===== src/rtl/ram_pkg.sv =====
// Shared types and default widths for the three-port SDRAM arbiter.
package ram_pkg;

  localparam int AW_DEF = 25;
  localparam int DW_DEF = 16;

  typedef enum logic [1:0] {IDLE, BUSY, DONE} state_t;

  // Values double as bit positions in the one-hot grant vector.
  typedef enum logic [1:0] {PORT_VID, PORT_DMA, PORT_CPU} port_t;

endpackage


===== src/rtl/ram_arb_prio.sv =====
// Fixed-priority winner select (vid > dma > cpu) with a CPU starvation override.
module ram_arb_prio
  import ram_pkg::*;
(
  input  logic       vid_req_i,
  input  logic       dma_req_i,
  input  logic       cpu_req_i,
  input  logic       starved_i,
  output logic [2:0] grant_o
);

  // Video is never overridden; a starved CPU only jumps ahead of DMA.
  always_comb begin
    grant_o = 3'b000;
    if (vid_req_i)
      grant_o[PORT_VID] = 1'b1;
    else if (cpu_req_i && starved_i)
      grant_o[PORT_CPU] = 1'b1;
    else if (dma_req_i)
      grant_o[PORT_DMA] = 1'b1;
    else if (cpu_req_i)
      grant_o[PORT_CPU] = 1'b1;
  end

endmodule


===== src/rtl/ram_arbiter.sv =====
// Serialises video, DMA and CPU accesses onto one memory port with registered
// per-port acknowledge/read data and a DMA-ownership flag for the CPU's DMR input.
module ram_arbiter
  import ram_pkg::*;
#(
  parameter int AW         = AW_DEF,
  parameter int DW         = DW_DEF,
  parameter int STARVE_MAX = 8
) (
  input  logic            clk,
  input  logic            reset,
  input  logic            vid_req,
  input  logic [AW-1:0]   vid_addr,
  output logic [DW-1:0]   vid_dout,
  output logic            vid_ack,
  input  logic            dma_req,
  input  logic            dma_we,
  input  logic [AW-1:0]   dma_addr,
  input  logic [DW/8-1:0] dma_be,
  input  logic [DW-1:0]   dma_din,
  output logic [DW-1:0]   dma_dout,
  output logic            dma_ack,
  input  logic            cpu_req,
  input  logic            cpu_we,
  input  logic [AW-1:0]   cpu_addr,
  input  logic [DW/8-1:0] cpu_be,
  input  logic [DW-1:0]   cpu_din,
  output logic [DW-1:0]   cpu_dout,
  output logic            cpu_ack,
  output logic            dma_owner,
  output logic            mem_req,
  output logic            mem_we,
  output logic [AW-1:0]   mem_addr,
  output logic [DW/8-1:0] mem_be,
  output logic [DW-1:0]   mem_din,
  input  logic [DW-1:0]   mem_dout,
  input  logic            mem_ack
);

  localparam int BW = DW / 8;
  localparam int SW = $clog2(STARVE_MAX + 1);

  state_t          state_q;
  port_t           grant_q, grant_d;
  logic [AW-1:0]   addr_q, addr_d;
  logic            we_q, we_d;
  logic [BW-1:0]   be_q, be_d;
  logic [DW-1:0]   din_q, din_d;
  logic            mem_req_q;
  logic            vid_ack_q, dma_ack_q, cpu_ack_q;
  logic [DW-1:0]   vid_dout_q, dma_dout_q, cpu_dout_q;
  logic            dma_owner_q;
  logic [SW-1:0]   starve_q, starve_d;
  logic [2:0]      win;
  logic            starved;

  assign starved = (starve_q == SW'(STARVE_MAX)) && cpu_req;

  ram_arb_prio u_prio (
    .vid_req_i (vid_req),
    .dma_req_i (dma_req),
    .cpu_req_i (cpu_req),
    .starved_i (starved),
    .grant_o   (win)
  );

  // Reads always use full byte enables; video is read-only.
  always_comb begin
    grant_d = PORT_CPU;
    addr_d  = cpu_addr;
    we_d    = cpu_we;
    be_d    = cpu_we ? cpu_be : '1;
    din_d   = cpu_din;
    if (win[PORT_VID]) begin
      grant_d = PORT_VID;
      addr_d  = vid_addr;
      we_d    = 1'b0;
      be_d    = '1;
      din_d   = '0;
    end else if (win[PORT_DMA]) begin
      grant_d = PORT_DMA;
      addr_d  = dma_addr;
      we_d    = dma_we;
      be_d    = dma_we ? dma_be : '1;
      din_d   = dma_din;
    end
  end

  always_comb begin
    starve_d = starve_q;
    if (!cpu_req || win[PORT_CPU])
      starve_d = '0;
    else if (win[PORT_DMA] && starve_q != SW'(STARVE_MAX))
      starve_d = starve_q + 1'b1;
  end

  always_ff @(posedge clk) begin
    if (reset) begin
      state_q     <= IDLE;
      grant_q     <= PORT_VID;
      addr_q      <= '0;
      we_q        <= 1'b0;
      be_q        <= '0;
      din_q       <= '0;
      mem_req_q   <= 1'b0;
      vid_ack_q   <= 1'b0;
      dma_ack_q   <= 1'b0;
      cpu_ack_q   <= 1'b0;
      vid_dout_q  <= '0;
      dma_dout_q  <= '0;
      cpu_dout_q  <= '0;
      dma_owner_q <= 1'b0;
      starve_q    <= '0;
    end else begin
      vid_ack_q <= 1'b0;
      dma_ack_q <= 1'b0;
      cpu_ack_q <= 1'b0;
      case (state_q)
        IDLE: begin
          starve_q <= starve_d;
          if (|win) begin
            state_q     <= BUSY;
            mem_req_q   <= 1'b1;
            grant_q     <= grant_d;
            addr_q      <= addr_d;
            we_q        <= we_d;
            be_q        <= be_d;
            din_q       <= din_d;
            dma_owner_q <= win[PORT_DMA];
          end
        end
        BUSY: begin
          if (mem_ack) begin
            state_q   <= DONE;
            mem_req_q <= 1'b0;
            case (grant_q)
              PORT_VID: begin
                vid_dout_q <= mem_dout;
                vid_ack_q  <= 1'b1;
              end
              PORT_DMA: begin
                dma_dout_q <= mem_dout;
                dma_ack_q  <= 1'b1;
              end
              default: begin
                cpu_dout_q <= mem_dout;
                cpu_ack_q  <= 1'b1;
              end
            endcase
          end
        end
        DONE: begin
          state_q     <= IDLE;
          dma_owner_q <= 1'b0;
        end
        default: state_q <= IDLE;
      endcase
    end
  end

  assign mem_req   = mem_req_q;
  assign mem_we    = we_q;
  assign mem_addr  = addr_q;
  assign mem_be    = be_q;
  assign mem_din   = din_q;
  assign vid_ack   = vid_ack_q;
  assign dma_ack   = dma_ack_q;
  assign cpu_ack   = cpu_ack_q;
  assign vid_dout  = vid_dout_q;
  assign dma_dout  = dma_dout_q;
  assign cpu_dout  = cpu_dout_q;
  assign dma_owner = dma_owner_q;

endmodule


===== config.mk =====
export PLATFORM = sky130hd
export DESIGN_NAME = ram_arbiter
export DESIGN_NICKNAME = d
export VERILOG_FILES = /design/src/rtl/ram_pkg.sv /design/src/rtl/ram_arb_prio.sv /design/src/rtl/ram_arbiter.sv
export SDC_FILE = /design/constraint.sdc
export NUM_CORES = 1
export LEC_CHECK = 0
export CORE_MARGIN = 1.5
export CORE_UTILIZATION = 35
export DETAILED_ROUTE_END_ITERATION = 7
export HOLD_SLACK_MARGIN = 0.12
export PLACE_DENSITY = 0.79
export SYNTH_ARGS = -nofsm -noshare
export SYNTH_HDL_FRONTEND = slang
export SYNTH_SLANG_ARGS = --single-unit

===== constraint.sdc =====
create_clock -name clk -period 3.45 [get_ports clk]
set_clock_uncertainty 0.15 [all_clocks]
set_input_delay 0.5175 -clock clk [delete_from_list [all_inputs] [get_ports clk]]
set_output_delay 0.5175 -clock clk [all_outputs]
set_load 0.02 [all_outputs]

After elaboration in Yosys (flattened, before gate mapping) --
Cells that the tools add are included. W data, S select, Z words.
Storage, ports and cells: memory bits (read-only) 0, output and inout port bits 97, bits of input ports 135, logic and storage cells 79, memory bits (writable) 0, flip-flop bits (word level) 105, latch bits 0, memories 0
Operators by class: shift-type cells 0, bitwise operators 3, div/mod/pow operators 0, reductions and logical operators 21, equal/unequal tests 7, muxes and demuxes 32, multipliers 0, add/subtract/negate cells 1, order comparisons 0
Operators by type and width (number):
- $mux W25 | 2
- $mux W16 | 2
- $mux W2 | 9
- $mux W1 | 14
- $reduce_and A3 Y1 | 4
- $mux W4 | 2
- $reduce_and A2 Y1 | 4
- $reduce_bool A2 Y1 | 3
- $reduce_or A3 Y1 | 2
- $add A4 B1 Y4 const B | 1
- $eq A2 B1 Y1 const B | 2
- $eq A4 B4 Y1 const B | 1
- $logic_not A2 Y1 | 2
- $ne A2 B2 Y1 const B | 2
- $ne A4 B4 Y1 const B | 1
- $pmux W1 S2 | 2
- $pmux W2 S2 | 1
- $logic_and A1 B1 Y1 | 3
- $not A1 Y1 | 3
- $eq A2 B2 Y1 const B | 1
- $reduce_or A2 Y1 | 1
- $logic_not A1 Y1 | 1
- $logic_or A1 B1 Y1 | 1

Depth between registers and ports, before layout --
depth after elaboration 8, mapped depth 8, mapped depth without buffers 6

By module --
A second synthesis with hierarchy kept.
Second synthesis, totals: cell total of the unflattened synthesis 528, area, all modules 4878.4 sq um
Modules (own cells, without submodules):
- ram_arbiter | sequential area each 2102.0 sq um, cells each 523, area each 4840.9 sq um, instances 1
- ram_arb_prio | sequential area each 0.0 sq um, cells each 5, area each 37.5 sq um, instances 1

Least setup slack after synthesis --
No wires, ideal clock.
path type input-to-reg, start input port cpu_req, end register addr_q[13], in the netlist mem_addr[13], data required time 3.183 ns, buffers on the path 2, arrival 1.634 ns, cell stages on the path 6, path slack 1.549 ns, setup time 0.117 ns, path through buf_4 nand4b_4 buf_4 and3_1 a211o_1 a32o_1
On the way: cells in the longest elaborated chain, start to end 6, elaborated cells between the ends (all ways) 11, those cells by class mux: 7; reduce/logical: 4
RTL lines:
- start, declared | RTL line ram_arbiter.sv:23 | input logic cpu_req,
- $mux W1 or $logic_and A1 B1 Y1 (tied branches) | RTL line ram_arb_prio.sv:21, ram_arbiter.sv:57
- $mux W1 or $logic_and A1 B1 Y1 (tied branches) | RTL line ram_arb_prio.sv:19, ram_arb_prio.sv:17
- $mux W1 | RTL line ram_arb_prio.sv:17 | else if (cpu_req_i && starved_i)
- $mux W2 * | RTL line ram_arb_prio.sv:15 | if (vid_req_i)
- $reduce_or A3 Y1 or $mux W25 (tied branches) | RTL line ram_arbiter.sv:121, ram_arbiter.sv:80
- $reduce_and A2 Y1 (no line) or $mux W25 (tied branches)
- end signal, assigned | RTL line ram_arbiter.sv:125 | addr_q <= addr_d;
- end, declared | RTL line ram_arbiter.sv:45 | logic [AW-1:0] addr_q, addr_d;
Every way passes the cells marked *; elsewhere a longest branch is shown, timed or not. A chain may end at the register's enable or synchronous reset.

Final worst setup path --
start input port cpu_req, end register din_q[1], in the netlist mem_din[1]
On the way: cells in the longest elaborated chain, start to end 6, elaborated cells between the ends (all ways) 11, those cells by class mux: 7; reduce/logical: 4
RTL lines:
- $mux W1 or $logic_and A1 B1 Y1 (tied branches) | RTL line ram_arb_prio.sv:21, ram_arbiter.sv:57
- $mux W1 or $logic_and A1 B1 Y1 (tied branches) | RTL line ram_arb_prio.sv:19, ram_arb_prio.sv:17
- $mux W1 | RTL line ram_arb_prio.sv:17
- $mux W2 * | RTL line ram_arb_prio.sv:15
- $reduce_or A3 Y1 or $mux W16 (tied branches) | RTL line ram_arbiter.sv:121, ram_arbiter.sv:80
- $reduce_and A2 Y1 (no line) or $mux W16 (tied branches)
- end signal, assigned | RTL line ram_arbiter.sv:128 | din_q <= din_d;
- end, declared | RTL line ram_arbiter.sv:48 | logic [DW-1:0] din_q, din_d;
Marks and branches as above.

==> flow_summary_export.csv <==
group,metric,value,unit
outcome,outcome,"completed",
cells_and_area,antenna_cells,0,
clock_tree,post-cts-setup-buffers,0,
clock_tree,cts_made_buffers,9,
routing,remaining_design_rule_violation_count,0,
min_path,holdPathStages,2,
sta,final-max-slew-violation-count,0,
sta,max_clock_freq,384.6,MHz
worst_setup_path,critical_path_max_stage_delay,650,ps
worst_setup_path,critPathMaxFanout,28,
power,power.density_cell_area,415.3,nW/µm²
cells_and_area,fin_nets,847,
logic_synthesis,post_synth_inst_count,496,
logic_synthesis,yosys_register_bits,105,
grt,grt_start_max_net_pins,74,
worst_setup_path,crit_path_end_kind,"register",
place,buffer_ports.inserted,231,
sta,max-slew-margin-rel,0.4509,
logic_synthesis,synth.net_count,633,
clock_tree,clk-insertion-delay-late,350,ps
logic_synthesis,synthArstFlopShare,0,
power,totalPowerFinal,2.978,mW
grt,initial_antenna_violation_count,0,
power,vdd_drop_max,0.2043,mV
logic_synthesis,post_synth_num_cell_types,47,
clock_tree,cts_htree_levels,3,
routing,avgViaCountPerCell,5.172,
floorplanning,io_pins,232,
floorplanning,die-area,13480,µm²
logic_synthesis,synth_top_area_frac,0.4694,
clock_tree,cts-hold-fix-buffers,0,
worst_setup_path,worst_setup_path_start_kind,"input pin",
place,dp_hpwl,10780,µm
sta,worst_slew_pin_slew,820.6,ps
sta,timing.setup.tns,0,ps
job,drv_cap,0,
floorplanning,floorplan.die.height,116.1,µm
sta,final-setup-viol-count,0,
routing,wirelength,14360,µm
grt,grt_pass1_wl,21960,µm
logic_synthesis,synth_area_leaders,"sky130_fd_sc_hd__dfxtp_1 (47%), sky130_fd_sc_hd__nand2_1 (8.5%), sky130_fd_sc_hd__a32o_1 (4.7%), sky130_fd_sc_hd__a21oi_1 (4.1%), sky130_fd_sc_hd__a211o_1 (4.1%)",
clock_tree,cts.sink_count,105,
cells_and_area,layout-area-overhead-vs-synth,60.10,%
logic_synthesis,netlist.top_cell.by_area,"sky130_fd_sc_hd__dfxtp_1",
logic_synthesis,mappedNetlistArea,4478,µm²
sta,grt_setup_unrepaired,"no",
clock_tree,cts-root-buf,"sky130_fd_sc_hd__clkbuf_16",
logic_synthesis,portion_of_the_post_synthesis_area_used_by_sequential_elements,0.4694,
logic_synthesis,synth_warnings,0,
min_path,timing.hold.worst.class,"register to register",
routing,drt-pass1-iter-count,5,
routing,dr_total_vias,4588,
routing,first_iter_violations,384,
grt,via_count_of_the_first_global_routing_pass,4478,
floorplanning,die_width,116.1,µm
worst_setup_path,worstPathArrival,2700,ps
floorplanning,initial_utilization,0.3563,
sta,layout_min_cycle_time,2600,ps
routing,wire_per_inst,16.19,µm
grt,grt_overflow_total,0,
clock_tree,cts-resized-gates,0,
clock_tree,cts_buffer_depth,2,
grt,gr-usage-all-layers,0.2089,
worst_setup_path,critPathSlowestCell,"sky130_fd_sc_hd__clkdlybuf4s50_1",
place,globalplace.congestion,0.8623,
floorplanning,design.core.area,12570,µm²
cells_and_area,post_route_cells_drive_above_1_share,0.05734,
clock_tree,path_clk_slew,80,ps
worst_setup_path,reg2reg_depth,6,
floorplanning,floorplan.rows,41,
routing,drt.antenna.violating_nets,0,
clock_tree,cts_tree,"built",
worst_setup_path,worstPathRequired,3550,ps
worst_setup_path,critical_path_cell_sequence,"clkdlybuf4s50_1 > nand4b_4 > nand2_2 > o211ai_1 > a311oi_1",
logic_synthesis,synthFlopType,"sky130_fd_sc_hd__dfxtp_1",
power,leakage_power_figure,2.667,nW
logic_synthesis,count_of_flip_flops_with_a_built_in_enable_after_synthesis,0,
logic_synthesis,post_synth.cell_area_avg,9.028,µm²
sta,final_cycle_utilization_of_the_critical_path,0.7536,
sta,final_hold_viol_count,0,
worst_setup_path,worst-setup-path-type,"input pin to register",
metal layers:
metal | vias to the layer above | global-route usage | part of all wire
li1 | 2192 | - | -
met1 | 2164 | 0.2158 | 0.38
met2 | 213 | 0.3875 | 0.51
met3 | 19 | 0.07421 | 0.10
met4 | 0 | 0.07805 | 0.018
met5 | - | 0 | 0
worst max-delay path: cells and delay by family:
| family | cells | cell delay [ps] |
|---|---|---|
| AOI/OAI and AO/OA | 2 | 500 |
| buffers and inverters | 1 | 650 |
| and+or+nand+nor | 2 | 1010 |
state kept, by name, indices dropped and copies added, names as in the netlist, 2 cells and up:
register and flops:
dma_dout 16, cpu_dout 16, mem_din 16, mem_addr 25, starve_q 4, state_q 2, mem_be 2, grant_q 2
vid_dout 16
through the flow:
step	utilization	hold WS, ps	instance area (µm²)	std cells	setup slack (ps)
floorplan	-	326.2	4478	496	1549
global placement	0.5462	290.7	6865	871	669.7
detailed placement	0.5462	300.5	6865	871	488.1
CTS	0.5704	310.3	7169	887	879.5
global route	0.5704	333.6	7169	887	710.2
finish	0.5704	308.8	7169	887	850.2
power by group:
group,switching [mW],internal [mW]
Combinational,0.281,0.328
Clock,0.479,0.571
Sequential,0.0410,1.28
Total,0.801,2.18
Yosys cell counts (2+ instances only):
cell,count
sky130_fd_sc_hd__a211o_1,21
sky130_fd_sc_hd__a211oi_1,3
sky130_fd_sc_hd__a211oi_4,2
sky130_fd_sc_hd__a21oi_1,37
sky130_fd_sc_hd__a22oi_1,13
sky130_fd_sc_hd__a311oi_1,3
sky130_fd_sc_hd__a31oi_1,4
sky130_fd_sc_hd__a32o_1,21
sky130_fd_sc_hd__a32oi_1,4
sky130_fd_sc_hd__and3_1,21
sky130_fd_sc_hd__buf_1,2
sky130_fd_sc_hd__buf_2,11
sky130_fd_sc_hd__buf_4,5
sky130_fd_sc_hd__buf_6,3
sky130_fd_sc_hd__clkbuf_1,15
sky130_fd_sc_hd__dfxtp_1,105
sky130_fd_sc_hd__ha_1,2
sky130_fd_sc_hd__inv_1,7
sky130_fd_sc_hd__mux2i_1,17
sky130_fd_sc_hd__nand2_1,102
sky130_fd_sc_hd__nand2_2,2
sky130_fd_sc_hd__nand2b_1,24
sky130_fd_sc_hd__nand4_1,5
sky130_fd_sc_hd__nor2_1,31
sky130_fd_sc_hd__nor2b_1,2
sky130_fd_sc_hd__nor3_1,3
sky130_fd_sc_hd__nor3_4,3
sky130_fd_sc_hd__o211ai_1,3
sky130_fd_sc_hd__o21ai_0,5
sky130_fd_sc_hd__or3_1,2
sky130_fd_sc_hd__xor2_1,2
logic make-up after synthesis:
group,after synthesis,synth area share
DFF,105,0.4694
and+or+nand+nor,206,0.2302
AOI/OAI and AO/OA,120,0.2026
buffers and inverters,43,0.04834
adders and majority gates,2,0.005587
muxes,17,0.03800
xor gates and xnor gates,3,0.005869
cells in the final DEF, fill, tap and decap left out, types with 2 or more instances in the layout:
master / count
sky130_fd_sc_hd__clkdlybuf4s50_1: 229
sky130_fd_sc_hd__dfxtp_1: 105
sky130_fd_sc_hd__nand2_1: 102
sky130_fd_sc_hd__a21oi_1: 37
sky130_fd_sc_hd__nor2_1: 31
sky130_fd_sc_hd__nand2b_1: 24
sky130_fd_sc_hd__and3_1: 21
sky130_fd_sc_hd__a211o_1: 21
sky130_fd_sc_hd__a32o_1: 21
sky130_fd_sc_hd__mux2i_1: 17
sky130_fd_sc_hd__a22oi_1: 13
sky130_fd_sc_hd__clkbuf_16: 9
sky130_fd_sc_hd__buf_4: 8
sky130_fd_sc_hd__inv_1: 7
sky130_fd_sc_hd__o21ai_0: 5
sky130_fd_sc_hd__nand4_1: 5
sky130_fd_sc_hd__a32oi_1: 4
sky130_fd_sc_hd__a31oi_1: 4
sky130_fd_sc_hd__nor3_4: 3
sky130_fd_sc_hd__a211oi_1: 3
sky130_fd_sc_hd__nor3_1: 3
sky130_fd_sc_hd__o211ai_1: 3
sky130_fd_sc_hd__a311oi_1: 3
sky130_fd_sc_hd__or3_1: 2
sky130_fd_sc_hd__nand2_2: 2
sky130_fd_sc_hd__a211oi_4: 2
sky130_fd_sc_hd__xor2_1: 2
sky130_fd_sc_hd__nor2b_1: 2
sky130_fd_sc_hd__ha_1: 2
sky130_fd_sc_hd__clkinvlp_4: 2
sky130_fd_sc_hd__buf_2: 2
cell type report:
cell class                 count  area (µm²)
fill                        1113        5399
timing repair buffer         239        2362
multi-input combinational    348        2160
sequential                   105        2102
clock buffer                   9       225.2
tap                          172       215.2
clock inverter                 7       78.83
inverter                       7       26.28
worst paths after layout:
check	slack (ps)	start	to
max reg2reg	1080	starve_q[0]$_SDFFE_PP0P_	mem_addr[16]$_SDFFE_PP0P_
max	850	cpu_req	mem_din[1]$_SDFFE_PP0P_
min	310	cpu_dout[12]$_SDFFE_PP0P_	cpu_dout[12]$_SDFFE_PP0P_
min reg2reg	310	cpu_dout[12]$_SDFFE_PP0P_	cpu_dout[12]$_SDFFE_PP0P_
Note: power is estimated with default switching activity, not from simulation.
